[config.mk]
export PLATFORM = sky130hd
export DESIGN_NAME = uart_tx_arbiter
export DESIGN_NICKNAME = d
export VERILOG_FILES = /design/src/rtl/uart_tx_arbiter_pkg.sv /design/src/rtl/uart_tx_arbiter_rr_pick.sv /design/src/rtl/uart_tx_arbiter.sv
export SDC_FILE = /design/constraint.sdc
export NUM_CORES = 1
export LEC_CHECK = 0
export ABC_CLOCK_PERIOD_IN_PS = 2400
export BUFFER_PORTS_ARGS = -buffer_cell sky130_fd_sc_hd__buf_4
export CAP_MARGIN = 10
export CELL_PAD_IN_SITES_DETAIL_PLACEMENT = 1
export CELL_PAD_IN_SITES_GLOBAL_PLACEMENT = 2
export CORE_ASPECT_RATIO = 0.7
export CORE_MARGIN = 3
export CORE_UTILIZATION = 30
export DETAILED_ROUTE_END_ITERATION = 12
export MAX_ROUTING_LAYER = met4
export PLACE_DENSITY = 0.78
export RECOVER_POWER = 50
export SLEW_MARGIN = 20
export SYNTH_ARGS = -nofsm -noshare
export SYNTH_HDL_FRONTEND = slang
export SYNTH_SLANG_ARGS = --single-unit
[constraint.sdc]
create_clock -name CLK -period 2.4 [get_ports CLK]
set_input_delay 0.6 -clock CLK [delete_from_list [all_inputs] [get_ports CLK]]
set_output_delay 0.6 -clock CLK [all_outputs]
set_load 0.005 [all_outputs]
[src/rtl/uart_tx_arbiter_pkg.sv]
// Shared definitions for the UART transmit arbiter.
// Optional feature macro: UART_ARB_LOCK_EN (message lock), used by uart_tx_arbiter.
package uart_tx_arbiter_pkg;

    // Arbiter control states
    typedef enum logic [1:0] {
        IDLE    = 2'd0,
        WAIT_LO = 2'd1,
        WAIT_HI = 2'd2
    } arb_state_t;

    // Longest stay in WAIT_LO when the UART never visibly drops RDY
    localparam int unsigned WAIT_LO_LIMIT = 2;

    // Consecutive IDLE cycles with the lock owner silent before the lock is abandoned
    localparam int unsigned LOCK_TIMEOUT = 256;

    // Index width for an n-entry requester vector (at least one bit)
    function automatic int unsigned idx_width(input int unsigned n);
        return (n < 2) ? 1 : $clog2(n);
    endfunction

endpackage

[src/rtl/uart_tx_arbiter_rr_pick.sv]
// Combinational round-robin picker: returns the first requester strictly after
// the pointer, in increasing modulo order, as both a one-hot vector and an index.
module rr_pick
    import uart_tx_arbiter_pkg::*;
#(
    parameter int unsigned N  = 2,
    parameter int unsigned IW = idx_width(N)
)
(
    input  logic [N-1:0]  i_req,
    input  logic [IW-1:0] i_ptr,
    output logic          o_valid,
    output logic [N-1:0]  o_onehot,
    output logic [IW-1:0] o_idx
);

    logic [IW-1:0] w_try;

    // Scan ptr+1 .. ptr+N (mod N) and keep the first requester found
    always_comb begin
        o_valid  = 1'b0;
        o_onehot = '0;
        o_idx    = '0;
        w_try    = '0;
        for (int unsigned k = 1; k <= N; k++) begin
            w_try = IW'((32'(i_ptr) + k) % N);
            if (!o_valid && i_req[w_try]) begin
                o_valid         = 1'b1;
                o_idx           = w_try;
                o_onehot[w_try] = 1'b1;
            end
        end
    end

endmodule

[src/rtl/uart_tx_arbiter.sv]
// Round-robin arbiter sharing one UART transmitter (DIN/OE/RDY) among several
// byte sources. One byte is issued per grant; the next grant waits until the
// UART has taken the byte and become ready again.
// Optional feature macro: UART_ARB_LOCK_EN -- message lock keyed on LAST,
// with an abandon timeout when the lock owner stops requesting.
module uart_tx_arbiter
    import uart_tx_arbiter_pkg::*;
#(
    parameter int unsigned Ports = 2,
    parameter int unsigned Width = 8
)
(
    input  logic                   CLK,
    input  logic                   RST_,
    input  logic [Ports-1:0]       REQ,
    input  logic [Ports*Width-1:0] DATA,
    input  logic [Ports-1:0]       LAST,
    output logic [Ports-1:0]       ACK,
    output logic [Ports-1:0]       GNT,
    output logic                   BUSY,
    output logic [Width-1:0]       DIN,
    output logic                   OE,
    input  logic                   RDY
);

    localparam int unsigned IW = idx_width(Ports);

    arb_state_t       r_state;
    logic [IW-1:0]    r_ptr;
    logic [1:0]       r_wcnt;

    logic [Ports-1:0] w_cand;
    logic             w_valid;
    logic [Ports-1:0] w_onehot;
    logic [IW-1:0]    w_idx;
    logic [Width-1:0] w_wdata;
    logic             w_grant;

`ifdef UART_ARB_LOCK_EN
    logic             r_lock;
    logic [7:0]       r_abandon;
    logic [Ports-1:0] w_owner_mask;

    // One-hot mask of the lock owner, which is always the last winner
    always_comb begin
        w_owner_mask        = '0;
        w_owner_mask[r_ptr] = 1'b1;
    end

    assign w_cand = r_lock ? (REQ & w_owner_mask) : REQ;

    // Message lock: set by a non-final byte, cleared by a final byte or abandonment
    always_ff @(posedge CLK or negedge RST_) begin
        if (!RST_) begin
            r_lock    <= 1'b0;
            r_abandon <= '0;
        end else if (w_grant) begin
            r_lock    <= ~LAST[w_idx];
            r_abandon <= '0;
        end else if (r_lock && (r_state == IDLE)) begin
            if (REQ[r_ptr]) begin
                r_abandon <= '0;
            end else if (r_abandon == 8'(LOCK_TIMEOUT - 1)) begin
                r_lock    <= 1'b0;
                r_abandon <= '0;
            end else begin
                r_abandon <= r_abandon + 8'd1;
            end
        end
    end
`else
    logic w_unused_last;

    assign w_unused_last = ^LAST;
    assign w_cand        = REQ;
`endif

    rr_pick #(
        .N  (Ports),
        .IW (IW)
    ) u_pick (
        .i_req    (w_cand),
        .i_ptr    (r_ptr),
        .o_valid  (w_valid),
        .o_onehot (w_onehot),
        .o_idx    (w_idx)
    );

    // Byte of the current winner
    always_comb begin
        w_wdata = '0;
        for (int unsigned i = 0; i < Ports; i++) begin
            if (w_idx == IW'(i)) begin
                w_wdata = DATA[i*Width +: Width];
            end
        end
    end

    assign w_grant = (r_state == IDLE) && RDY && w_valid;

    // Control FSM with registered UART strobe, acknowledge, grant and busy flag
    always_ff @(posedge CLK or negedge RST_) begin
        if (!RST_) begin
            r_state <= IDLE;
            r_ptr   <= IW'(Ports - 1);
            r_wcnt  <= '0;
            OE      <= 1'b0;
            ACK     <= '0;
            GNT     <= '0;
            BUSY    <= 1'b0;
            DIN     <= '0;
        end else begin
            OE  <= 1'b0;
            ACK <= '0;
            unique case (r_state)
                IDLE: begin
                    if (w_grant) begin
                        DIN     <= w_wdata;
                        OE      <= 1'b1;
                        ACK     <= w_onehot;
                        GNT     <= w_onehot;
                        BUSY    <= 1'b1;
                        r_ptr   <= w_idx;
                        r_wcnt  <= '0;
                        r_state <= WAIT_LO;
                    end
                end
                WAIT_LO: begin
                    if (!RDY || (r_wcnt == 2'(WAIT_LO_LIMIT - 1))) begin
                        r_state <= WAIT_HI;
                    end else begin
                        r_wcnt <= r_wcnt + 2'd1;
                    end
                end
                WAIT_HI: begin
                    if (RDY) begin
                        BUSY    <= 1'b0;
                        r_state <= IDLE;
                    end
                end
                default: begin
                    BUSY    <= 1'b0;
                    r_state <= IDLE;
                end
            endcase
        end
    end

endmodule

==> metrics <==
status complete, no violations; Slew @ Worst Pin about 1.0 ns; mapped cell area approximately 860 um^2; H-tree depth 1; root buf cell clkbuf_8; core area ~2600 um^2; Hold Slack 0.490 ns; RSZ-0062 raised after global routing no; reg2reg start r_state[1]; Buffers & Inverters on Critical Path 1; GR Overflow Total 0; commonest non-fill, non-tap cell in the layout buf_4; # diodes 0; fin. max-slew vios 0; first-pass detailed-route iteration total 2; deepest clock path buffer count 2; WP data required around 2.6 ns; worst skew pair latency between 0.2 and 0.3 ns; net count after synthesis 92; Setup Skew ~0.0076 ns; final instance area between 1000 and 1500 um^2; delay of the slowest critical-path stage between 0.6 and 0.7 ns; IO Pins 37; largest net degree at the start of global routing 20; Clock Pin Slew Worst Setup and Hold Paths approximately 0.070 ns; arrival time at the worst endpoint between 1.5 and 2 ns; # DRC 0; average cell area after synthesis roughly 13 um^2; synth unique cells 27; DRT iter0 DRCs 42; share of cells above drive strength 1 0.452; setup TNS 0 ns; fraction of registers with async set/reset 1.00; Area growth, synth to finish 37.4%; total CTS buffers 3; Crit Path Class reg -> reg; reg2reg path depth 4; minimum clock period after layout 1.69 ns; die area between 3000 and 4000 um^2; WL final around 2.3 mm; Yosys Warn Count 0; leak pwr about 0.53 nW; sequential cell area approximately 480 um^2; CP top delay family buffers and inverters; initial core utilization 0.332; CTS tree yes; Startpoint Class register; vias per cell slightly above 5; Seq/Total Area, Yosys 0.555; DPL Wire Length 1.62 mm; # setup viols final 0; Tcrit/Tclk final 0.703; peak supply drop ~0.47 mV; worst path cell trace nor3b_1, clkbuf_1, nand2_1, a21o_1; vias in the first global route 717; Hold Path Class in -> async; Slew headroom 0.310; Post-CTS Repair Setup Buffers 0; worst-path maximum fanout 12; DP Area 1150 um^2; flops & latches, synth 19; Routed Antenna Nets 0; Main synth FF type dfrtp_1; crit path capture type register; MaxCap Viol Count 0; WL per Instance roughly 16 um; slowest cell on the critical path clkbuf_1; Total GRT Usage 0.137; cts hold-fix bufs 0; Peak Freq 0.593 GHz; R2R Setup Slk between 0.7 and 0.8 ns; RD Place Congestion between 0.6 and 0.7; number of hold violations in the final report 0; Vias ~700; post-layout net count between 100 and 150; most frequent cells in the layout 33 x buf_4, 18 x dfrtp_1, 8 x o32ai_1; Buffers on Ports 34; PostCTS Resize Cnt 0; multi-input logic area roughly 350 um^2; initial antenna violation count 0; Reg-to-Reg End GNT[1]; fill cell count roughly 290; number of synthesized flops with an enable pin 0; PwrDens about 1100 nW/um^2; first-pass GRT wire length approximately 3.6 mm; Die Width between 60 and 70 um; row cnt 15; Cells after Synth 68; Die Y just over 50 um; clock sink count 19
-- Yosys cell counts (2+ instances only) --
cell type / instances / share of area
o21ai_1: 2 / 0.012
a21oi_1: 2 / 0.012
a2bb2oi_2: 7 / 0.12
o21ai_0: 2 / 0.012
nor2_1: 4 / 0.017
nand2_1: 3 / 0.013
clkbuf_1: 2 / 0.0087
a21o_1: 2 / 0.017
dfrtp_1: 18 / 0.52
o32ai_1: 8 / 0.082
inv_1: 2 / 0.0087
-- layout make-up --
type                       instances  share of cell area
inverter                           3             0.00953
sequential                        19               0.404
multi-input combinational         42               0.292
timing repair buffer              36               0.219
clock inverter                     1             0.00424
tap                               34              0.0360
clock buffer                       3              0.0350
-- power breakdown --
part | internal, mW | switching [mW]
clock | 0.115 | 0.107
combinational | 0.309 | 0.220
sequential | 0.458 | 0.0952
total | 0.883 | 0.423
-- layer usage --
| metal | routed length (um) | up-vias | global-route usage |
|---|---|---|---|
| li1 | - | 331 | - |
| met1 | 1080 | 340 | 0.179 |
| met2 | 1040 | 21 | 0.202 |
| met3 | 139 | 5 | 0.0460 |
| met4 | 17 | 0 | 0.0382 |
| met5 | 0 | - | - |
-- worst reg2reg max path, stage by stage, from the launching register on --
cell and delay, ns:
dfrtp_1 0.44, nor3b_1 0.20, clkbuf_1 0.61, nand2_1 0.13
a21o_1 0.20
-- stage by stage --
stage | worst slack, ns | util | cells | total power [mW]
after global placement | 0.711 | 0.445 | 134 | 1.09
after floorplan | 0.940 | - | 68 | 0.849
after CTS | 0.926 | 0.463 | 138 | 1.34
final | 0.713 | 0.456 | 138 | 1.31
after global routing | 0.624 | 0.456 | 138 | 1.40
after detailed placement | 0.690 | 0.445 | 134 | 1.11
-- sequential cells by signal, indices dropped and copies added (netlist names) --
| register | count |
|---|---|
| GNT | 2 |
| BUSY | 1 |
| OE | 1 |
| DIN | 8 |
| r_wcnt | 2 |
| r_ptr | 1 |
| ACK | 2 |
| r_state | 2 |
-- worst max-delay path by stage --
stage,startpoint,to,cells past startpoint
after floorplan,RDY,DIN[0],4
after global placement,RDY,DIN[7],5
after detailed placement,RDY,DIN[7],5
after CTS,r_state[1],DIN[7],4
after global routing,r_state[1],r_ptr,4
final,r_state[1],GNT[1],4
-- cells by family after synthesis --
family / Yosys count / share of synthesized area
adder cells (fa/ha/maj): 1 / 0.0146
flip-flops: 19 / 0.555
AO/OA/AOI/OAI: 27 / 0.293
AND/OR/NAND/NOR: 13 / 0.0859
buffers and inverters: 7 / 0.0408
multiplexers: 1 / 0.0116
(Power assumes the default switching activity.)
